<file path="config.mk">
export PLATFORM = sky130hd
export DESIGN_NAME = fifo_wr_arbiter
export DESIGN_NICKNAME = d
export VERILOG_FILES = /design/src/rtl/fifo_wr_arbiter.sv
export SDC_FILE = /design/constraint.sdc
export NUM_CORES = 1
export LEC_CHECK = 0
export ABC_AREA = 1
export ABC_CLOCK_PERIOD_IN_PS = 5100
export CAP_MARGIN = 30
export CORE_ASPECT_RATIO = 1.5
export CORE_MARGIN = 5
export CORE_UTILIZATION = 35
export CTS_CLUSTER_SIZE = 20
export DETAILED_ROUTE_END_ITERATION = 7
export PLACE_DENSITY = 0.8
export SETUP_SLACK_MARGIN = 0.5
export SYNTH_ARGS = -nofsm -noshare
export SYNTH_HDL_FRONTEND = slang
export SYNTH_SLANG_ARGS = --single-unit
export TNS_END_PERCENT = 100
</file>
<file path="constraint.sdc">
create_clock -name clk -period 5.1 [get_ports clk]
set_input_delay 0.765 -clock clk [delete_from_list [all_inputs] [get_ports clk]]
set_output_delay 0.765 -clock clk [all_outputs]
set_load 0.005 [all_outputs]
</file>
<file path="src/rtl/fifo_wr_arbiter.sv">
// fifo_wr_arbiter
//   Round-robin write arbiter that funnels NREQ requesters into one FIFO
//   write port. A requester holds the grant for up to BURST words. The grant
//   ends early if its req_valid drops. Each new grant costs one idle
//   arbitration cycle. Data passes through combinationally, so a word is
//   written on the same edge on which it is accepted.
//
// Parameters
//   WIDTH  data word width (bits)
//   NREQ   number of requesters, 2..8
//   BURST  maximum words per grant, 1..16
//
// Ports
//   clk           clock, rising edge
//   reset         asynchronous active-high reset
//   req_valid     per-requester word offered
//   req_data      requester k word at [k*WIDTH +: WIDTH]
//   req_ready     per-requester word accepted this cycle
//   fifo_full     downstream FIFO full
//   fifo_w_valid  FIFO write strobe
//   fifo_data_in  FIFO write data
//   grant_active  a requester holds the grant
//   grant_id      grant owner index (meaningful when grant_active=1)
//   wr_count      total words written, wraps at 16 bits
module fifo_wr_arbiter #(
    parameter int WIDTH = 32,
    parameter int NREQ  = 4,
    parameter int BURST = 4
) (
    input  logic                  clk,
    input  logic                  reset,
    input  logic [NREQ-1:0]       req_valid,
    input  logic [NREQ*WIDTH-1:0] req_data,
    output logic [NREQ-1:0]       req_ready,
    input  logic                  fifo_full,
    output logic                  fifo_w_valid,
    output logic [WIDTH-1:0]      fifo_data_in,
    output logic                  grant_active,
    output logic [2:0]            grant_id,
    output logic [15:0]           wr_count
);

    typedef enum logic {IDLE, GRANT} state_t;

    localparam logic [4:0] BURST_LAST = 5'(BURST - 1);
    localparam logic [2:0] LAST_INIT  = 3'(NREQ - 1);

    state_t          state_reg;
    logic [2:0]      owner_reg;
    logic [2:0]      last_owner_reg;
    logic [4:0]      burst_cnt_reg;
    logic [15:0]     wr_count_reg;

    logic [NREQ-1:0] owner_sel;
    logic            owner_valid;
    logic [2:0]      pick_next;
    int              rr_dist;
    int              rr_best;

    // One-hot decode of the owner; drives the per-requester ready outputs.
    genvar gi;
    generate
        for (gi = 0; gi < NREQ; gi++) begin : g_req
            assign owner_sel[gi] = (owner_reg == 3'(gi));
            assign req_ready[gi] = (state_reg == GRANT) && owner_sel[gi] && !fifo_full;
        end
    endgenerate

    assign owner_valid  = |(req_valid & owner_sel);
    assign fifo_w_valid = |(req_valid & req_ready);
    assign grant_active = (state_reg == GRANT);
    assign grant_id     = owner_reg;
    assign wr_count     = wr_count_reg;

    // Owner data mux; owner_sel is one-hot, so the ordering does not matter.
    always_comb begin
        fifo_data_in = '0;
        for (int k = 0; k < NREQ; k++) begin
            if (owner_sel[k]) begin
                fifo_data_in = req_data[k*WIDTH +: WIDTH];
            end
        end
    end

    // Round-robin pick: the valid requester at the smallest distance past
    // last_owner wins. last_owner resets to NREQ-1, so requester 0 is
    // searched first after reset.
    always_comb begin
        pick_next = '0;
        rr_dist   = 0;
        rr_best   = NREQ;
        for (int k = 0; k < NREQ; k++) begin
            rr_dist = k - int'(last_owner_reg) - 1;
            if (rr_dist < 0) begin
                rr_dist = rr_dist + NREQ;
            end
            if (req_valid[k] && (rr_dist < rr_best)) begin
                rr_best   = rr_dist;
                pick_next = 3'(k);
            end
        end
    end

    always_ff @(posedge clk or posedge reset) begin
        if (reset) begin
            state_reg      <= IDLE;
            owner_reg      <= '0;
            last_owner_reg <= LAST_INIT;
            burst_cnt_reg  <= '0;
            wr_count_reg   <= '0;
        end else begin
            if (fifo_w_valid) begin
                wr_count_reg <= wr_count_reg + 16'd1;
            end
            case (state_reg)
                IDLE: begin
                    if (|req_valid) begin
                        owner_reg     <= pick_next;
                        burst_cnt_reg <= '0;
                        state_reg     <= GRANT;
                    end
                end
                GRANT: begin
                    if (!owner_valid) begin
                        // Owner went quiet: release without a transfer.
                        state_reg      <= IDLE;
                        last_owner_reg <= owner_reg;
                    end else if (!fifo_full) begin
                        burst_cnt_reg <= burst_cnt_reg + 5'd1;
                        if (burst_cnt_reg == BURST_LAST) begin
                            state_reg      <= IDLE;
                            last_owner_reg <= owner_reg;
                        end
                    end
                    // fifo_full with a valid owner: hold everything.
                end
            endcase
        end
    end

endmodule

</file>
# Word-level counts from Yosys, hierarchy flattened
# Index checks and enable logic that the tools add are counted.
dict set report word_totals {
  regBits 28
  in_bits 135
  out_inout_bits 57
  wordCells 85
}
dict set report op_classes {
  addsub 14
  n_lt_le_gt_ge 8
  n_eq_ne 9
  muxes 26
  bitwise_logic 3
  reduce_logical 20
}
# cell n
set ops {}
lappend ops {{$mux 32} 11}
lappend ops {{$lt 32x32->1} 3}
lappend ops {{$lt 32x4->1 const B} 1}
lappend ops {{$add 5x4->6 const B} 4}
lappend ops {{$lt 5x1->1 const B} 4}
lappend ops {{$sub 4x2->5 const B} 4}
lappend ops {{$add 16x1->16 const B} 1}
lappend ops {{$mux 3} 5}
lappend ops {{$mux 5} 3}
lappend ops {{$logic_and 1x1->1} 12}
lappend ops {{$reduce_or 4->1} 3}
lappend ops {{$pmux 5 s2} 1}
lappend ops {{$and 4x4->4} 2}
lappend ops {{$sub 1x3->4 const A} 2}
lappend ops {{$sub 2x3->4 const A} 2}
lappend ops {{$eq 3x2->1 const B} 2}
lappend ops {{$ne 2x2->1 const B} 3}
lappend ops {{$reduce_and 3->1} 2}
lappend ops {{$add 5x1->5 const B} 1}
lappend ops {{$eq 5x2->1 const B} 1}
lappend ops {{$mux 1} 5}
lappend ops {{$ne 2x1->1 const B} 2}
lappend ops {{$eq 3x1->1 const B} 1}
lappend ops {{$logic_not 3->1} 1}
lappend ops {{4 further kinds} 4}

# Depth between registers and ports, before layout
# Gate-level depths: netlist (run 1).
dict set report depth {
  ltp_word 16
  depth_mapped 37
  ltp_nobuf 37
}

# Worst setup path after synthesis (run 1)
# OpenSTA, ideal clock, no wires.
dict set report synth_path {
  path_kind {register -> register}
  from {register last_owner_reg[0]}
  to {register owner_reg[0], in the netlist grant_id[0]}
  setup_time_ns 0.077
  arrival_time_ns 3.908
  t_required_ns 5.023
  slack_ns 1.114
  stages_incl_launch_ff 32
  period_less_slack_ns 3.986
  path_cell_list {dfstp_2 inv_1 ha_1 ha_1 nor2_4 inv_1 or2_2 ha_1 a21oi_1 nand2_1 nand2_1 nand2_1 nand2_1 nand2_1 inv_2 nand2_1 o21ai_0 inv_1 ha_1 inv_1 nor3_1 nand2_2 nand2_2 nand2_4 nand2_1 o21ai_0 ha_1 nand2_1 nand2_1 nand2_1 nand2_1 a21oi_1}
}
dict set report synth_between {
  elab_chain_len 16
}
# item line
set synth_lines {}
lappend synth_lines {{start: declaration} 50} ;# logic [2:0] last_owner_reg;
lappend synth_lines {{start signal: assignment} 127} ;# last_owner_reg <= owner_reg;
lappend synth_lines {{start signal: assignment} 132} ;# last_owner_reg <= owner_reg;
lappend synth_lines {{$sub 1x3->4} 93} ;# rr_dist = k - int'(last_owner_reg) - 1;
lappend synth_lines {{$sub 4x2->5} 93}
lappend synth_lines {{$add 5x4->6 or $lt 5x1->1 (tied branches)} {95, 94}}
lappend synth_lines {{$mux 32} 94} ;# if (rr_dist < 0) begin
lappend synth_lines {{$lt 32x4->1} 97} ;# if (req_valid[k] && (rr_dist < rr_best)) begin
lappend synth_lines {{$logic_and 1x1->1} 97}
lappend synth_lines {{$mux 32} 97}
lappend synth_lines {{$lt 32x32->1} 97}
lappend synth_lines {{$logic_and 1x1->1} 97}
lappend synth_lines {{$mux 32} 97}
lappend synth_lines {{$lt 32x32->1} 97}
lappend synth_lines {{$logic_and 1x1->1} 97}
lappend synth_lines {{$mux 32} 97}
lappend synth_lines {{$lt 32x32->1} 97}
lappend synth_lines {{$logic_and 1x1->1} 97}
lappend synth_lines {{$mux 3 (*)} 97}
lappend synth_lines {{end signal: assignment} 118} ;# owner_reg <= pick_next;
lappend synth_lines {{end: declaration} 49} ;# logic [2:0] owner_reg;
# Every way passes the cells marked *; elsewhere a longest branch is shown, timed or not.
# A chain may end at the register's enable or synchronous reset.

# Final worst setup path (run 1)
dict set report layout_path {
  from {input req_valid[0]}
  to {register owner_reg[0], in the netlist grant_id[0]}
}
dict set report layout_between {
  elab_chain_len 11
}
# item line
set layout_lines {}
lappend layout_lines {{start: declaration} 32} ;# input logic [NREQ-1:0] req_valid,
lappend layout_lines {{$logic_and 1x1->1} 97}
lappend layout_lines {{$mux 32} 97}
lappend layout_lines {{$lt 32x32->1} 97}
lappend layout_lines {{$logic_and 1x1->1} 97}
lappend layout_lines {{$mux 32} 97}
lappend layout_lines {{$lt 32x32->1} 97}
lappend layout_lines {{$logic_and 1x1->1} 97}
lappend layout_lines {{$mux 32} 97}
lappend layout_lines {{$lt 32x32->1} 97}
lappend layout_lines {{$logic_and 1x1->1} 97}
lappend layout_lines {{$mux 3} 97}
# Parallel ways exist; a longest one is shown, timed or not.

==> summary.md, run 1 <==
| Metric | Value |
|---|---|
| Area of placed instances | `4620 um2` |
| Sequential fraction of the synthesis area | `0.248` |
| Clock Latency Late Sink | `~280 ps` |
| Minimum clock period | `~4200 ps` |
| Routed via count | `3554` |
| Post-Route WL | `11900 um` |
| Post-Synth XOR/XNOR Area | `0.0532` |
| Slew HR | `0.414` |
| Simple-gate area share of the yosys netlist | `0.374` |
| Crit path max fanout | `6` |
| First-pass GRT wire length | `17300 um` |
| Sequential share of power | `0.131` |
| Grt ovf | `0` |
| Final Hold Violating Endpoints | `0` |
| Synth Register Bits | `26` |
| M1 WL | `between 4000 and 5000 um` |
| Antenna cell count | `0` |
| Reg clk slew, reported paths | `100 ps` |
| CP Data Required Time | `about 5300 ps` |
| Most common cell in the netlist | `nand2_1` |
| Internal power | `approximately 1.3 mW` |
| Synth top cells by count | `121 x nand2_1, 35 x inv_1, 35 x nor2_1` |
| I/O Pins | `192` |
| Yosys warns | `0` |
| DRC | `0` |
| Root buf cell | `clkbuf_8` |
| Core area | `7270 um2` |
| Tcrit/Tclk final | `0.831` |
| FF-to-FF End | `grant_id[0]` |
| Post-Syn Area | `2630 um2` |
| NetSw | `1.15 mW` |
| Most used cell, CP | `nand2_1` |
| TritonCTS clock tree | `done` |
| Post-synthesis mux area share | `0` |
| Met2 wire len | `6160 um` |
| CP max stage delay | `530 ps` |
| Post-synth top area share | `0.228` |
| Synth area leader | `dfrtp_1` |
| Sw Ratio | `0.472` |
| Peak VDD IR | `0.445 mV` |
| Layout cells sized above 1 | `0.0736` |
| Slowest CP cell | `clkdlybuf4s50_1` |
| DR WL/cell | `17.4 um` |
| Gr usage total | `0.233` |
| DR iter-0 viols | `134` |
| Post-detail-place hpwl | `9440 um` |
| P&R area growth vs syn | `81.9%` |
| Max Root-Sink Buffers | `2` |
| Fin util | `0.659` |
| Leakage power | `between 2 and 2.5 nW` |
| Ys flop type | `dfrtp_1` |
| Die Ht | `116 um` |
| Ys async rst share | `1.00` |
| Highest routed layer | `met4` |
| Compound-Gate Fraction of Synth Area | `0.129` |
| Hold Path Depth | `1` |
| Main combinational cell family by area after synthesis | `simple AND/OR/NAND/NOR gates` |
| Antenna Nets Post-Route | `0` |
| GPL Wtd Cong | `0.907` |
| PD cells | `507 nW/um2` |
| Final Max Slew Viols | `0` |
| CP Capture Type | `flop` |
| Clock network power share | `0.071` |
| Worst Hold Class | `flop to flop` |
| Vias in the first global route | `3542` |
| Syn_area_per_cell | `6.62 um2` |
| Fin nets | `743` |
| Largest net degree at the start of global routing | `42` |
| Crit Path Class | `input port to flop` |
| Final setup vio count | `0` |
| Final Cell Area | `4790 um2` |
| Reg2reg path depth | `33` |
| CTS sink count | `26` |
| Pre-antenna DRT Iters | `4` |
| Logic pwr share | `0.798` |
| Num CTS Buffers | `3` |
| Rows | `38` |
| Area of the die | `between 9000 and 10000 um2` |
| Post-synth EDFFs | `0` |
| Fmax | `236 MHz` |
| Worst Setup SP | `req_valid[0]` |
| Max-cap violations | `0` |
| TNS Setup | `0 ps` |
| Max reg flops | `16` |
| Worst setup endpoint | `grant_id[0]` |
| Synth area leaders | `dfrtp_1 23%, nand2_1 17%, ha_1 11%, nand3_1 5.1%, inv_1 5.0%` |
| Antenna violations before repair | `0` |
| Port buffer count | `190` |
| H-tree levels | `1` |
| Reg2reg setup slack | `860 ps` |
| Mapped Cells | `approximately 400` |
| Max Clock Skew | `11.5 ps` |
| FF-to-FF Start | `last_owner_reg[0]` |
| RSZ-0062 raised after global routing | `false` |
| Met3 WL | `approximately 1100 um` |
| Critical path arrival | `between 4000 and 5000 ps` |
| Via density | `5.20` |
| Element type at the critical path start | `input port` |
| Initial Util | `0.362` |
| Run status | `completed` |
| Adder-cell share of the synthesized area | `0.109` |
| Die width | `about 81 um` |
| Post-synthesis cell type count | `34` |
| Worst slew pin tran | `867 ps` |
worst max-delay path: cells and delay by family:
family                     cells  cell delay (ps)
adders and majority gates      3              800
buffers and inverters          7              930
AOI/OAI and AO/OA              3              370
and+or+nand+nor               19             1570
cell usage in the layout, fill, tap and decap left out, drive strengths merged, types with 8 or more instances in the layout:
cell type and n:
clkdlybuf4s50 190, nand3 27, a21oi 26, xnor2 10
nand4 22, dfrtp 24, nand2 124, o21ai 12
a221oi 15, nor2 39, inv 41, ha 23
buf 8
power by group through the flow:
stage                     clock [mW]  sequential, mW  combinational, mW
after global routing           0.185           0.326               2.14
after floorplan                    0           0.316               1.01
final                          0.173           0.318               1.94
after CTS                      0.175           0.320               1.86
after global placement             0           0.322               1.80
after detailed placement           0           0.323               1.85
repair_timing:
action / CTS / global route
resized for setup: 0 / 10
setup buffers: 0 / 4
hold buffers: 0 / 0
setup endpoints to repair: 0 / 2
per-stage QoR:
| stage | instances | hold WS, ps | total power, mW | setup WS, ps |
|---|---|---|---|---|
| global route | 684 | 528 | 2.65 | 491 |
| detailed placement | 675 | 477 | 2.18 | 414 |
| global placement | 675 | 466 | 2.12 | 681 |
| floorplan | 399 | 468 | 1.33 | 1110 |
| finish | 684 | 492 | 2.43 | 861 |
| CTS | 679 | 497 | 2.36 | 584 |
worst min path at each step:
stage | to | from
after floorplan | wr_count[15] | wr_count[15]
after global placement | wr_count[15] | wr_count[15]
after detailed placement | wr_count[15] | wr_count[15]
after CTS | wr_count[15] | wr_count[15]
after global routing | wr_count[15] | wr_count[15]
final | wr_count[15] | wr_count[15]
per-layer routing:
layer  up-vias  GRT usage
li1       1690          -
met1      1654      0.255
met2       182      0.433
met3        28     0.0594
met4         0     0.0699
met5         -          0
cell type report:
cell class / count / area (um2)
Sequential cell: 26 / 653
Clock buffer: 3 / 41.3
Multi-Input combinational cell: 315 / 1810
Tap cell: 100 / 125
Fill cell: 615 / 2480
Inverter: 41 / 154
Timing Repair Buffer: 198 / 1980
Clock inverter: 1 / 30.0
kinds of logic after synthesis:
kind of cell	after synthesis
other	1
AO/OA/AOI/OAI	54
flip-flops	26
adder cells (fa/ha/maj)	23
AND/OR/NAND/NOR	220
buffers and inverters	58
XOR/XNOR	16
(Power assumes the default switching activity.)
==> run 2, diff against run 1 <==
Settings changed: ABC_CLOCK_PERIOD_IN_PS 5100 to 4300.
Clock period 5.1 ns to 4.3 ns, I/O delays scaled along.
==> summary.md, run 2 (synthesis gave the netlist of run 1 again) <==
| Metric | Value |
|---|---|
| Most frequent cells in the layout | `189 x clkdlybuf4s50_1, 113 x nand2_1, 32 x nor2_1, 27 x inv_1, 27 x nand3_1` |
| Critical path arrival | `4120 ps (-340 ps)` |
| NetSw | `1.49 mW (+30%)` |
| Sw Ratio | `0.465 (-0.00753)` |
| Post-CTS Hold Fix Bufs | `0 (unchanged)` |
| P&R area growth vs syn | `88.8%` |
| Area of the die | `9400 um2 (unchanged)` |
| Max reg flops | `16 (unchanged)` |
| Worst slew pin tran | `835 ps (-32.9 ps)` |
| Slew HR | `0.436 (+0.0222)` |
| FF-to-FF End | `grant_id[0]` |
| Worst setup margin | `385 ps (-475 ps)` |
| Most common cell after layout, fill and taps aside | `clkdlybuf4s50_1` |
| Num CTS Buffers | `3 (unchanged)` |
| Slowest CP cell | `dfstp_2` |
| Hold Startpoint | `wr_count[15]` |
| Fmax | `255 MHz` |
| Post-Route WL | `12300 um (+3.5%)` |
| CP Data Required Time | `4500 ps (-820 ps)` |
| Via density | `5.17 (-0.53%)` |
| Final Hold Violating Endpoints | `0 (unchanged)` |
| Final Max Slew Viols | `0 (unchanged)` |
| GPL Wtd Cong | `0.950 (+4.8%)` |
| First-pass GRT wire length | `18000 um (+3.8%)` |
| Leakage power | `2.17 nW (+3.4%)` |
| Rows | `38 (unchanged)` |
| Routed via count | `3592 (+1.1%)` |
| Fin cells | `695 (+1.6%)` |
| Final hold slack | `477 ps (-14.7 ps)` |
| Vias in the first global route | `3533 (-0.25%)` |
| Sequential share of power | `0.124 (-0.007)` |
| Antenna cell count | `0 (unchanged)` |
| Initial Util | `0.362 (unchanged)` |
| Port buffer count | `190 (unchanged)` |
| Layout cells sized above 1 | `0.126 (+0.0524)` |
| Final setup vio count | `0 (unchanged)` |
| Element type at the critical path start | `flop` |
| TritonCTS clock tree | `done` |
| DR WL/cell | `17.7 um (+1.9%)` |
| Max Root-Sink Buffers | `2 (unchanged)` |
| PD cells | `646 nW/um2 (+27%)` |
| Reg clk slew, reported paths | `80 ps (-20 ps)` |
| Peak VDD IR | `0.443 mV (-0.56%)` |
| Most used cell, CP | `nand2_1` |
| Minimum clock period | `between 3000 and 4000 ps` |
| Worst Hold Class | `flop to flop` |
| Antenna Nets Post-Route | `0 (unchanged)` |
| Max Clock Skew | `13.0 ps (+1.47 ps)` |
| Hold path endpoint | `wr_count[15]` |
| Pre-antenna DRT Iters | `4 (unchanged)` |
| Fin nets | `754 (+1.5%)` |
| TNS Setup | `0 ps (unchanged)` |
| Gr usage total | `0.241 (+0.00809)` |
| DR iter-0 viols | `193 (+44%)` |
| FF-to-FF Start | `last_owner_reg[1]` |
| Crit path max fanout | `4 (-2)` |
| I/O Pins | `192 (unchanged)` |
| Tot Pwr | `3.21 mW (+32%)` |
| Placed Cells incl. Taps | `675 (unchanged)` |
| Fin util | `0.684 (+0.0249)` |
| Tcrit/Tclk final | `0.910` |
| CP Capture Type | `flop` |
| Run status | `completed` |
| Die Ht | `116 um (unchanged)` |
| Final Cell Area | `4970 um2 (+3.8%)` |
| Grt ovf | `0 (unchanged)` |
| Root buf cell | `clkbuf_8` |
| Max-cap violations | `0 (unchanged)` |
| Logic pwr share | `0.812 (+0.014)` |
| Clock network power share | `0.064 (-0.007)` |
| Core area | `7270 um2 (unchanged)` |
| Crit Path Class | `flop to flop` |
| Largest net degree at the start of global routing | `34 (-19%)` |
| Area of placed instances | `4650 um2 (+0.54%)` |
| Die width | `80.8 um (unchanged)` |
| H-tree levels | `1 (unchanged)` |
| DRC | `0 (unchanged)` |
| Worst slack at placement | `-17.2 ps (-431 ps)` |
| Internal power | `1.72 mW (+34%)` |
| Hold Path Depth | `1 (unchanged)` |
| Clock Latency Late Sink | `280 ps (about the same)` |
| CP max stage delay | `560 ps (+30 ps)` |
| Reg2reg path depth | `32 (-3.0%)` |
| Post-detail-place hpwl | `9510 um (+0.69%)` |
| Fillers | `613 (-0.33%)` |
| RSZ-0062 raised after global routing | `true` |
| Antenna violations before repair | `0 (unchanged)` |
| Reg2reg setup slack | `390 ps (-480 ps)` |
| CTS sink count | `26 (unchanged)` |
[run 2: changes by cell type in the layout (fill, tap and decap cells not counted), moves of 5 or more]
cell     before  now
inv_1        34   27
buf_4         7   17
ha_4          1    6
o21ai_2       0    5
nand2_1     119  113
o21ai_0       9    4
[run 2: power by group through the flow]
stage	sequential [mW]	combinational [mW]	clock, mW
after floorplan	0.376	1.22	0
after global placement	0.405	2.13	0
final	0.398	2.61	0.205
after CTS	0.398	2.37	0.208
after global routing	0.411	2.88	0.217
after detailed placement	0.406	2.18	0
[run 2: repair_timing]
| action | 4_1_cts | 5_1_grt |
|---|---|---|
| pin swaps | 5 | 21 |
| resized for setup | 21 | 20 |
| setup buffers | 10 | 5 |
| endpoints found under the setup margin | 3 | 12 |
[run 2: per-layer routing]
layer,part of all wire,track usage,up-vias
met5,0,0,-
met4,0.026,0.0462,0
met3,0.095,0.0640,32
met2,0.52,0.456,185
met1,0.36,0.266,1659
li1,-,-,1716
[run 2: area by class of cell]
cell class	count	area, um2	share of cell area
clock buffers	3	41.3	0.00830
repair buffers	209	2050	0.413
flip-flops and latches	26	653	0.131
clock inverters	1	30.0	0.00604
inverters	41	164	0.0330
well taps	100	125	0.0252
multi-input cells	315	1900	0.383
[run 2: worst max-delay path: cells and delay by family (launching register included)]
kind | cells | cell delay [ps]
simple gates | 18 | 1410
fa+ha+maj | 5 | 1070
flops | 1 | 560
buf+inv | 5 | 400
compound gates | 4 | 400
[run 2: worst max path at each step]
stage	to	from
floorplan	grant_id[0]	last_owner_reg[0]
global placement	grant_id[0]	req_valid[0]
detailed placement	grant_id[0]	req_valid[0]
CTS	grant_id[0]	last_owner_reg[0]
global route	grant_id[0]	last_owner_reg[0]
finish	grant_id[0]	last_owner_reg[1]
==> run 3, diff against run 2 <==
Settings changed: CORE_MARGIN 5 to 1.
==> summary.md, run 3 (synthesis gave the netlist of run 1 again) <==
| Metric | Value |
|---|---|
| Run status | `completed` |
| Hold Startpoint | `wr_count[15]` |
| Clock Latency Late Sink | `280 ps (about the same)` |
| Max reg flops | `16 (unchanged)` |
| Worst Hold Class | `flop to flop` |
| Reg2reg setup slack | `230 ps (-150 ps)` |
| Antenna cell count | `0 (unchanged)` |
| DR WL/cell | `16.3 um (-7.7%)` |
| Slew HR | `0.477 (+0.0405)` |
| CP Data Required Time | `4460 ps (-40 ps)` |
| TNS Setup | `0 ps (unchanged)` |
| Final Max Slew Viols | `0 (unchanged)` |
| Most frequent cells in the layout | `189 x clkdlybuf4s50_1, 111 x nand2_1, 32 x nor2_1, 26 x nand3_1, 25 x inv_1` |
| Crit path max fanout | `4 (unchanged)` |
| CP Capture Type | `flop` |
| Max Clock Skew | `4.71 ps (-8.30 ps)` |
| Tcrit/Tclk final | `0.946 (+0.0353)` |
| Vias in the first global route | `3642 (+3.1%)` |
| Worst setup margin | `234 ps (-152 ps)` |
| Initial Util | `0.362 (unchanged)` |
| Minimum clock period | `4070 ps (+152 ps)` |
| Slowest CP cell | `dfstp_2` |
| RSZ-0062 raised after global routing | `true` |
| DRC | `0 (unchanged)` |
| DR iter-0 viols | `160 (-17%)` |
| Fmax | `246 MHz (-3.7%)` |
| Leakage power | `2.26 nW (+4.1%)` |
| Reg2reg path depth | `34 (+6.3%)` |
| CP max stage delay | `570 ps (about the same)` |
| Layout cells sized above 1 | `0.160 (+0.0343)` |
| Port buffer count | `190 (unchanged)` |
| Routed via count | `3656 (+1.8%)` |
| H-tree levels | `1 (unchanged)` |
| Final Cell Area | `5190 um2 (+4.5%)` |
| Root buf cell | `clkbuf_8` |
| FF-to-FF Start | `last_owner_reg[0]` |
| Hold path endpoint | `wr_count[15]` |
| Peak VDD IR | `0.460 mV (+3.9%)` |
| Reg clk slew, reported paths | `90 ps (about the same)` |
| Pre-antenna DRT Iters | `4 (unchanged)` |
| Tot Pwr | `3.56 mW (+11%)` |
| TritonCTS clock tree | `done` |
| Hold Path Depth | `1 (unchanged)` |
| First-pass GRT wire length | `17000 um (-5.6%)` |
| Die width | `72.8 um (-9.9%)` |
| Antenna Nets Post-Route | `0 (unchanged)` |
| Max Root-Sink Buffers | `2 (unchanged)` |
| GPL Wtd Cong | `0.884 (-7.0%)` |
| CTS sink count | `26 (unchanged)` |
| Worst slew pin tran | `775 ps (-59.9 ps)` |
| Gr usage total | `0.275 (+0.0343)` |
| Via density | `5.14 (-0.51%)` |
| Final Hold Violating Endpoints | `0 (unchanged)` |
| Crit Path Class | `flop to flop` |
| Core area | `7270 um2 (unchanged)` |
| Final setup vio count | `0 (unchanged)` |
| Grt ovf | `0 (unchanged)` |
| Critical path arrival | `4230 ps (+110 ps)` |
| Num CTS Buffers | `3 (unchanged)` |
| FF-to-FF End | `grant_id[0]` |
| PD cells | `685 nW/um2 (+6.0%)` |
| P&R area growth vs syn | `97.2%` |
| Worst slack at placement | `25.1 ps (+42.3 ps)` |
| Fin nets | `770 (+2.1%)` |
| Rows | `38 (unchanged)` |
| Most common cell after layout, fill and taps aside | `clkdlybuf4s50_1` |
| Die Ht | `108 um (-6.9%)` |
| Area of the die | `7880 um2 (-16%)` |
| Max-cap violations | `0 (unchanged)` |
| Area of placed instances | `4680 um2 (+0.75%)` |
| Post-Route WL | `11600 um (-5.6%)` |
| Element type at the critical path start | `flop` |
| Largest net degree at the start of global routing | `34 (unchanged)` |
| I/O Pins | `192 (unchanged)` |
| Antenna violations before repair | `0 (unchanged)` |
| Post-detail-place hpwl | `8160 um (-14%)` |
[run 3: changes by cell type in the layout (fill, tap and decap cells not counted), sizes merged]
cell / delta
buf: +16
[run 3: repair_timing]
item / 4_1_cts / 5_1_grt
gates resized for setup: 17 / 46
hold buffers: 0 / 0
pin swaps: 7 / 23
buffers inserted: 26 / 4
setup endpoints to repair: 2 / 2
[run 3: worst max-delay path by stage]
stage          slack (ps)          end  cells after the start         startpoint
6_report              230  grant_id[0]                     34  last_owner_reg[0]
5_1_grt               100  grant_id[0]                     34  last_owner_reg[0]
4_1_cts               490  grant_id[0]                     36  last_owner_reg[1]
3_5_place_dp           30  grant_id[0]                     34       req_valid[0]
3_3_place_gp          120  grant_id[0]                     34       req_valid[0]
2_1_floorplan         560  grant_id[0]                     36  last_owner_reg[0]
[run 3: cell type report]
| class | instances | area (um2) |
|---|---|---|
| tap | 100 | 125 |
| clock inverter | 1 | 30.0 |
| fill | 552 | 2080 |
| timing repair buffer | 225 | 2220 |
| clock buffer | 3 | 41.3 |
| sequential | 26 | 653 |
| inverter | 41 | 171 |
| multi-input combinational | 315 | 1950 |
[run 3: through the flow]
step           utilization  hold slack [ps]  std cells
2_1_floorplan            -              468        399
3_3_place_gp         0.640              462        676
3_5_place_dp         0.644              478        677
4_1_cts              0.687              496        707
5_1_grt              0.714              516        711
6_report             0.714              493        711
[run 3: power by group]
part,internal [mW],leakage (nW),switching [mW]
Clock,0.125,0.0357,0.0808
Sequential,0.311,0.337,0.0880
Combinational,1.52,1.88,1.43
Total,1.96,2.26,1.60
[run 3: worst max-delay path, delay by kind of cell, from the launching register on]
kind            cells  cell delay [ps]
compound gates      1               50
simple gates       16             1250
flops               1              570
buf+inv            14             1480
fa+ha+maj           3              580
[run 3: per-layer routing]
metal | track usage | routed length (um) | vias to the layer above
met4 | 0.119 | 401 | 0
met3 | 0.0736 | 1110 | 40
met5 | 0 | 0 | -
met1 | 0.285 | 4180 | 1668
li1 | - | - | 1748
met2 | 0.509 | 5910 | 200
